===== config.mk =====
export PLATFORM = sky130hd
export DESIGN_NAME = disaggregator_flat
export DESIGN_NICKNAME = d
export VERILOG_FILES = /design/src/rtl/disaggregator_if.sv /design/src/rtl/disaggregator.sv /design/src/flat_wrapper.sv
export SDC_FILE = /design/constraint.sdc
export NUM_CORES = 1
export LEC_CHECK = 0
export BUFFER_PORTS_ARGS = -buffer_cell sky130_fd_sc_hd__buf_2
export CORE_ASPECT_RATIO = 1.2
export CORE_MARGIN = 8
export CORE_UTILIZATION = 53
export CTS_CLUSTER_SIZE = 10
export DETAILED_ROUTE_END_ITERATION = 6
export GPL_TIMING_DRIVEN = 0
export PLACE_DENSITY_LB_ADDON = 0.1
export SLEW_MARGIN = 20
export SYNTH_ARGS = -nofsm -noshare
export SYNTH_HDL_FRONTEND = slang
export SYNTH_SLANG_ARGS = --single-unit

===== constraint.sdc =====
create_clock -name clk -period 2.2 [get_ports clk]
set_input_delay 0.22 -clock clk [delete_from_list [all_inputs] [get_ports clk]]
set_output_delay 0.22 -clock clk [all_outputs]
set_load 0.02 [all_outputs]

===== src/rtl/disaggregator_if.sv =====
// Link bundle for the disaggregator: wide FIFO-style read side from the
// upstream sender and narrow FIFO-style write side into the receiver.
interface disaggregator_if #(
    parameter int DATA_WIDTH  = 11,
    parameter int FETCH_WIDTH = 2
);
    // Upstream (sender) side: wide word popped with sender_deq.
    logic [FETCH_WIDTH*DATA_WIDTH-1:0] sender_data;
    logic                              sender_empty_n;
    logic                              sender_deq;

    // Downstream (receiver) side: one narrow word per receiver_enq.
    logic [DATA_WIDTH-1:0]             receiver_data;
    logic                              receiver_full_n;
    logic                              receiver_enq;
    logic                              receiver_last;

    // Status.
    logic                              busy;

    // Environment view: drives the FIFO status and wide data, observes the block.
    modport master (
        output sender_data,
        output sender_empty_n,
        output receiver_full_n,
        input  sender_deq,
        input  receiver_data,
        input  receiver_enq,
        input  receiver_last,
        input  busy
    );

    // Block view: the disaggregator itself.
    modport slave (
        input  sender_data,
        input  sender_empty_n,
        input  receiver_full_n,
        output sender_deq,
        output receiver_data,
        output receiver_enq,
        output receiver_last,
        output busy
    );
endinterface


===== src/rtl/disaggregator.sv =====
// Disaggregator: pops one wide word of FETCH_WIDTH x DATA_WIDTH bits from an
// upstream FIFO and replays it as FETCH_WIDTH narrow words, least significant
// word first, into a downstream FIFO. A new wide word loads on the same edge
// as the last narrow word of the previous one, so a continuously fed link
// sustains one narrow word per cycle.
module disaggregator #(
    parameter int DATA_WIDTH  = 11,
    parameter int FETCH_WIDTH = 2
) (
    input  logic          clk,
    input  logic          wrst_n,
    disaggregator_if.slave bus
);
    localparam int WIDE_WIDTH = FETCH_WIDTH * DATA_WIDTH;
    localparam int CNT_WIDTH  = $clog2(FETCH_WIDTH + 1);

    localparam logic [CNT_WIDTH-1:0] CNT_FULL = CNT_WIDTH'(FETCH_WIDTH);
    localparam logic [CNT_WIDTH-1:0] CNT_ONE  = CNT_WIDTH'(1);

    // Holding register; bits [DATA_WIDTH-1:0] are always the next word out.
    logic [WIDE_WIDTH-1:0] sreg;
    // Number of narrow words still to be written downstream.
    logic [CNT_WIDTH-1:0]  cnt;

    logic                  valid;
    logic                  enq;
    logic                  on_last;
    logic                  deq;
    logic [WIDE_WIDTH-1:0] sreg_shifted;

    // Drop the word just written and zero-fill from the top. With a single
    // word per fetch there is nothing left after the shift.
    generate
        if (FETCH_WIDTH == 1) begin : g_shift_single
            assign sreg_shifted = '0;
        end else begin : g_shift_multi
            assign sreg_shifted = {{DATA_WIDTH{1'b0}}, sreg[WIDE_WIDTH-1:DATA_WIDTH]};
        end
    endgenerate

    // Handshake decode: write whenever a word is held and the receiver has
    // room; pop upstream when empty or when the final held word leaves now.
    always_comb begin
        valid   = (cnt != '0);
        enq     = wrst_n & valid & bus.receiver_full_n;
        on_last = enq & (cnt == CNT_ONE);
        deq     = wrst_n & bus.sender_empty_n & (~valid | on_last);
    end

    assign bus.receiver_data = sreg[DATA_WIDTH-1:0];
    assign bus.receiver_enq  = enq;
    assign bus.receiver_last = on_last;
    assign bus.sender_deq    = deq;
    assign bus.busy          = valid;

    // Load a fresh wide word (priority) or shift out the word just written.
    always_ff @(posedge clk) begin
        // NOTE: state registers use non-blocking assignments so every
        // register samples pre-edge values regardless of statement order.
        if (!wrst_n) begin
            // NOTE: the data register is reset too, because receiver_data is
            // observable and must read zero after reset, not stale contents.
            sreg <= '0;
            cnt  <= '0;
        end else if (deq) begin
            sreg <= bus.sender_data;
            cnt  <= CNT_FULL;
        end else if (enq) begin
            sreg <= sreg_shifted;
            cnt  <= cnt - CNT_ONE;
        end
    end

    // Protocol properties: never pop an empty upstream, never push into a
    // full receiver, and last only ever accompanies a write.
    assert property (@(posedge clk) !bus.sender_empty_n |-> !bus.sender_deq)
        else $error("sender_deq asserted while sender_empty_n is low");
    assert property (@(posedge clk) !bus.receiver_full_n |-> !bus.receiver_enq)
        else $error("receiver_enq asserted while receiver_full_n is low");
    assert property (@(posedge clk) bus.receiver_last |-> bus.receiver_enq)
        else $error("receiver_last asserted without receiver_enq");

endmodule


===== src/flat_wrapper.sv =====
// flat-port wrapper written by rule: the top's interface ports become plain ports
module disaggregator_flat 
#(
    parameter int DATA_WIDTH  = 11,
    parameter int FETCH_WIDTH = 2
)
  (clk, wrst_n, bus_sender_data, bus_sender_empty_n, bus_receiver_full_n, bus_sender_deq, bus_receiver_data, bus_receiver_enq, bus_receiver_last, bus_busy);
  disaggregator_if #(.DATA_WIDTH(DATA_WIDTH), .FETCH_WIDTH(FETCH_WIDTH)) bus_i ();
  input  logic clk;
  input  logic wrst_n;
  input wire logic [$bits(bus_i.sender_data)-1:0] bus_sender_data;
  input wire logic [$bits(bus_i.sender_empty_n)-1:0] bus_sender_empty_n;
  input wire logic [$bits(bus_i.receiver_full_n)-1:0] bus_receiver_full_n;
  output wire logic [$bits(bus_i.sender_deq)-1:0] bus_sender_deq;
  output wire logic [$bits(bus_i.receiver_data)-1:0] bus_receiver_data;
  output wire logic [$bits(bus_i.receiver_enq)-1:0] bus_receiver_enq;
  output wire logic [$bits(bus_i.receiver_last)-1:0] bus_receiver_last;
  output wire logic [$bits(bus_i.busy)-1:0] bus_busy;
  assign bus_i.sender_data = bus_sender_data;
  assign bus_i.sender_empty_n = bus_sender_empty_n;
  assign bus_i.receiver_full_n = bus_receiver_full_n;
  assign bus_sender_deq = bus_i.sender_deq;
  assign bus_receiver_data = bus_i.receiver_data;
  assign bus_receiver_enq = bus_i.receiver_enq;
  assign bus_receiver_last = bus_i.receiver_last;
  assign bus_busy = bus_i.busy;
  disaggregator #(.DATA_WIDTH(DATA_WIDTH), .FETCH_WIDTH(FETCH_WIDTH)) u_core (.clk(clk), .wrst_n(wrst_n), .bus(bus_i));
endmodule

==> flow_metrics.env <==
export IMPL_nets=215
export IMPL_max_freq_mhz=478
export IMPL_ant_nets=0
export IMPL_grt_pass1_vias=1162
export IMPL_grtUsageMet3=0.0408
export IMPL_leakagePower_nw=0.674
export IMPL_p_per_area_nw_per_um2=837
export IMPL_maxCapViolations=0
export IMPL_yosysWarnings=0
export IMPL_end_kind="output pin"
export IMPL_ys_ff_latch=24
export IMPL_dp_cells=213
export IMPL_synth_fp_nets=171
export IMPL_hpwl_mm=2.32
export IMPL_layout_area_overhead_vs_synth_pct=23.5
export IMPL_setup_viol=0
export IMPL_via_per_inst=5.18
export IMPL_cp_startpoint="u_core.cnt[0]"
export IMPL_synth_avg_cell_area_um2=8.52
export IMPL_reg2reg_from="u_core.cnt[0]"
export IMPL_status="complete, no violations"
export IMPL_num_antenna_cells=0
export IMPL_ys_seq_area_frac=0.394
export IMPL_cts_sinks=24
export IMPL_clock_path_buffers=2
export IMPL_track_usage=0.159
export IMPL_portBuffers=39
export IMPL_cts_tree="built"
export IMPL_dr_pass1_iters=4
export IMPL_relSlewSlack=0.718
export IMPL_period_minus_slack_ns=2.09
export IMPL_finClkSkew_ns=0.0112
export IMPL_ir_drop_v=0.000570
export IMPL_worstPathRequired_ns=1.98
export IMPL_cts_resized=0
export IMPL_top_usage_layer="met2"
export IMPL_die_area_um2=4100
export IMPL_wire_per_inst_um=14.1
export IMPL_cts_buffers=3
export IMPL_synth_edf_count=0
export IMPL_dr_total_vias=1124
export IMPL_start_util=0.545
export IMPL_worst_slew_pin_slew_ns=0.423
export IMPL_drive_gt1_frac=0.366
export IMPL_setup_tns_ns=0
export IMPL_drv_slew=0
export IMPL_antenna_found_initial=0
export IMPL_grt_util_met2=0.277
export IMPL_synthTopCellsByCount="dfxtp_1 (24), nand2_1 (24), buf_4 (13)"
export IMPL_path_class="flip-flop to output pin"
export IMPL_instances_no_fill=217
export IMPL_die_y_um=68.5
export IMPL_worstSkewPairLatency_ns=0.33
export IMPL_grt_pass1_wl_mm=5.10
export IMPL_die_width_um=59.8
export IMPL_period_share=0.952
export IMPL_worst_hold_path_type="input pin to flip-flop"
export IMPL_yosys_top_cells_area="dfxtp_1 (39%), buf_4 (8.0%), nand2_1 (7.4%), o211ai_1 (7.4%), o31ai_1 (6.8%)"
export IMPL_synth_main_ff_cell="dfxtp_1"
export IMPL_critPathLaunchType="flip-flop"
export IMPL_netlist_instances=143
export IMPL_async_flop_share=0
export IMPL_drt_wl_total_mm=3.05
export IMPL_gp_congestion=0.850
export IMPL_synth_distinct_cells=21
export IMPL_clock_tree_root_cell="clkbuf_4"
export IMPL_coreArea_um2=2230
export IMPL_clk_pin_slew_ns=0.15
export IMPL_drc_errors=0
export IMPL_synth_top_area_frac=0.394
export IMPL_gr_total_overflow=0
export IMPL_drt_iter0_drc=31
export IMPL_r2r_slack_ns=0.64
export IMPL_rsz0062_at_grt="false"
export IMPL_syn_cell_area_um2=1220
export IMPL_grt_max_degree=15
export IMPL_io_pins=41
export IMPL_hp_start="bus_sender_data[16]"
export IMPL_row_count=19
export IMPL_post_cts_buffers=0
export IMPL_crit_fanout=10
export IMPL_worstPathArrival_ns=1.87
export IMPL_grt_use_met1=0.180
export IMPL_hold_viol=0
export IMPL_postCtsHoldBufs=0
export IMPL_fin_util=0.674
export IMPL_synth_top_area_cell="dfxtp_1"
export IMPL_htreeDepth=1
-- worst max-delay path, cell delays in order (launching register included) --
cell     delay, ns
dfxtp_1       0.38
inv_1         0.08
ha_1          0.26
a21o_1        0.20
nand2_1       0.17
buf_2         0.26
inv_1         0.05
buf_2         0.16
-- registers in the layout, indices dropped and copies added, names as in the netlist --
register / flops
u_core.sreg: 22
u_core.cnt: 2
-- path summary, 6_finish.rpt --
path / to / depth (start not counted)
setup / recovery: bus_sender_deq / 7
hold / removal: u_core.sreg[16] / 3
hold reg to reg: u_core.sreg[9] / 2
setup reg to reg: u_core.cnt[1] / 6
-- metrics by stage --
stage	worst slack [ns]	power, mW	instance area [um2]	hold slack, ns
finish	0.106	1.26	1510	0.117
global placement	0.566	0.925	1450	0.461
global route	0.0371	1.32	1510	0.118
CTS	0.143	1.26	1510	0.121
detailed placement	0.534	0.935	1450	0.468
floorplan	0.704	0.817	1220	0.367
-- where the power goes --
part	switching [mW]	total [mW]	leakage (nW)	internal [mW]
Clock	0.146	0.330	0.0279	0.184
Sequential	0.0258	0.510	0.196	0.484
Combinational	0.252	0.420	0.450	0.167
-- cell families (layout without fill, tap and decap cells) --
logic type,count (synthesis),in the layout,synth area share
xor+xnor,1,1,0.00719
fa+ha+maj,2,2,0.0205
simple gates,40,40,0.155
buf+inv,29,72,0.144
compound gates,47,47,0.279
flops,24,24,0.394
-- cells in the final DEF, fill, tap and decap left out, drive strengths merged, types with 5 or more instances in the layout --
master / count
a21boi: 11
a31oi: 11
buf: 61
clkbuf: 5
dfxtp: 24
inv: 5
nand2: 24
nand3: 12
o211ai: 12
o31ai: 11
-- cell type report --
class                   instances  area (um2)
flip-flops and latches         24         480
inverters                       5        18.8
clock inverters                 1        30.0
repair buffers                 39         195
multi-input cells              90         563
clock buffers                   3        22.5
well taps                      31        38.8
fillers                       229         729
plain buffers                  24         156
-- per-layer routing --
| metal | part of all wire | vias to the layer above | routed length [um] |
|---|---|---|---|
| met2 | 0.46 | 26 | 1420 |
| met1 | 0.45 | 510 | 1380 |
| met5 | 0 | - | 0 |
| met3 | 0.075 | 2 | 230 |
| li1 | - | 586 | - |
| met4 | 0.0069 | 0 | 21 |
(Power assumes the default switching activity.)
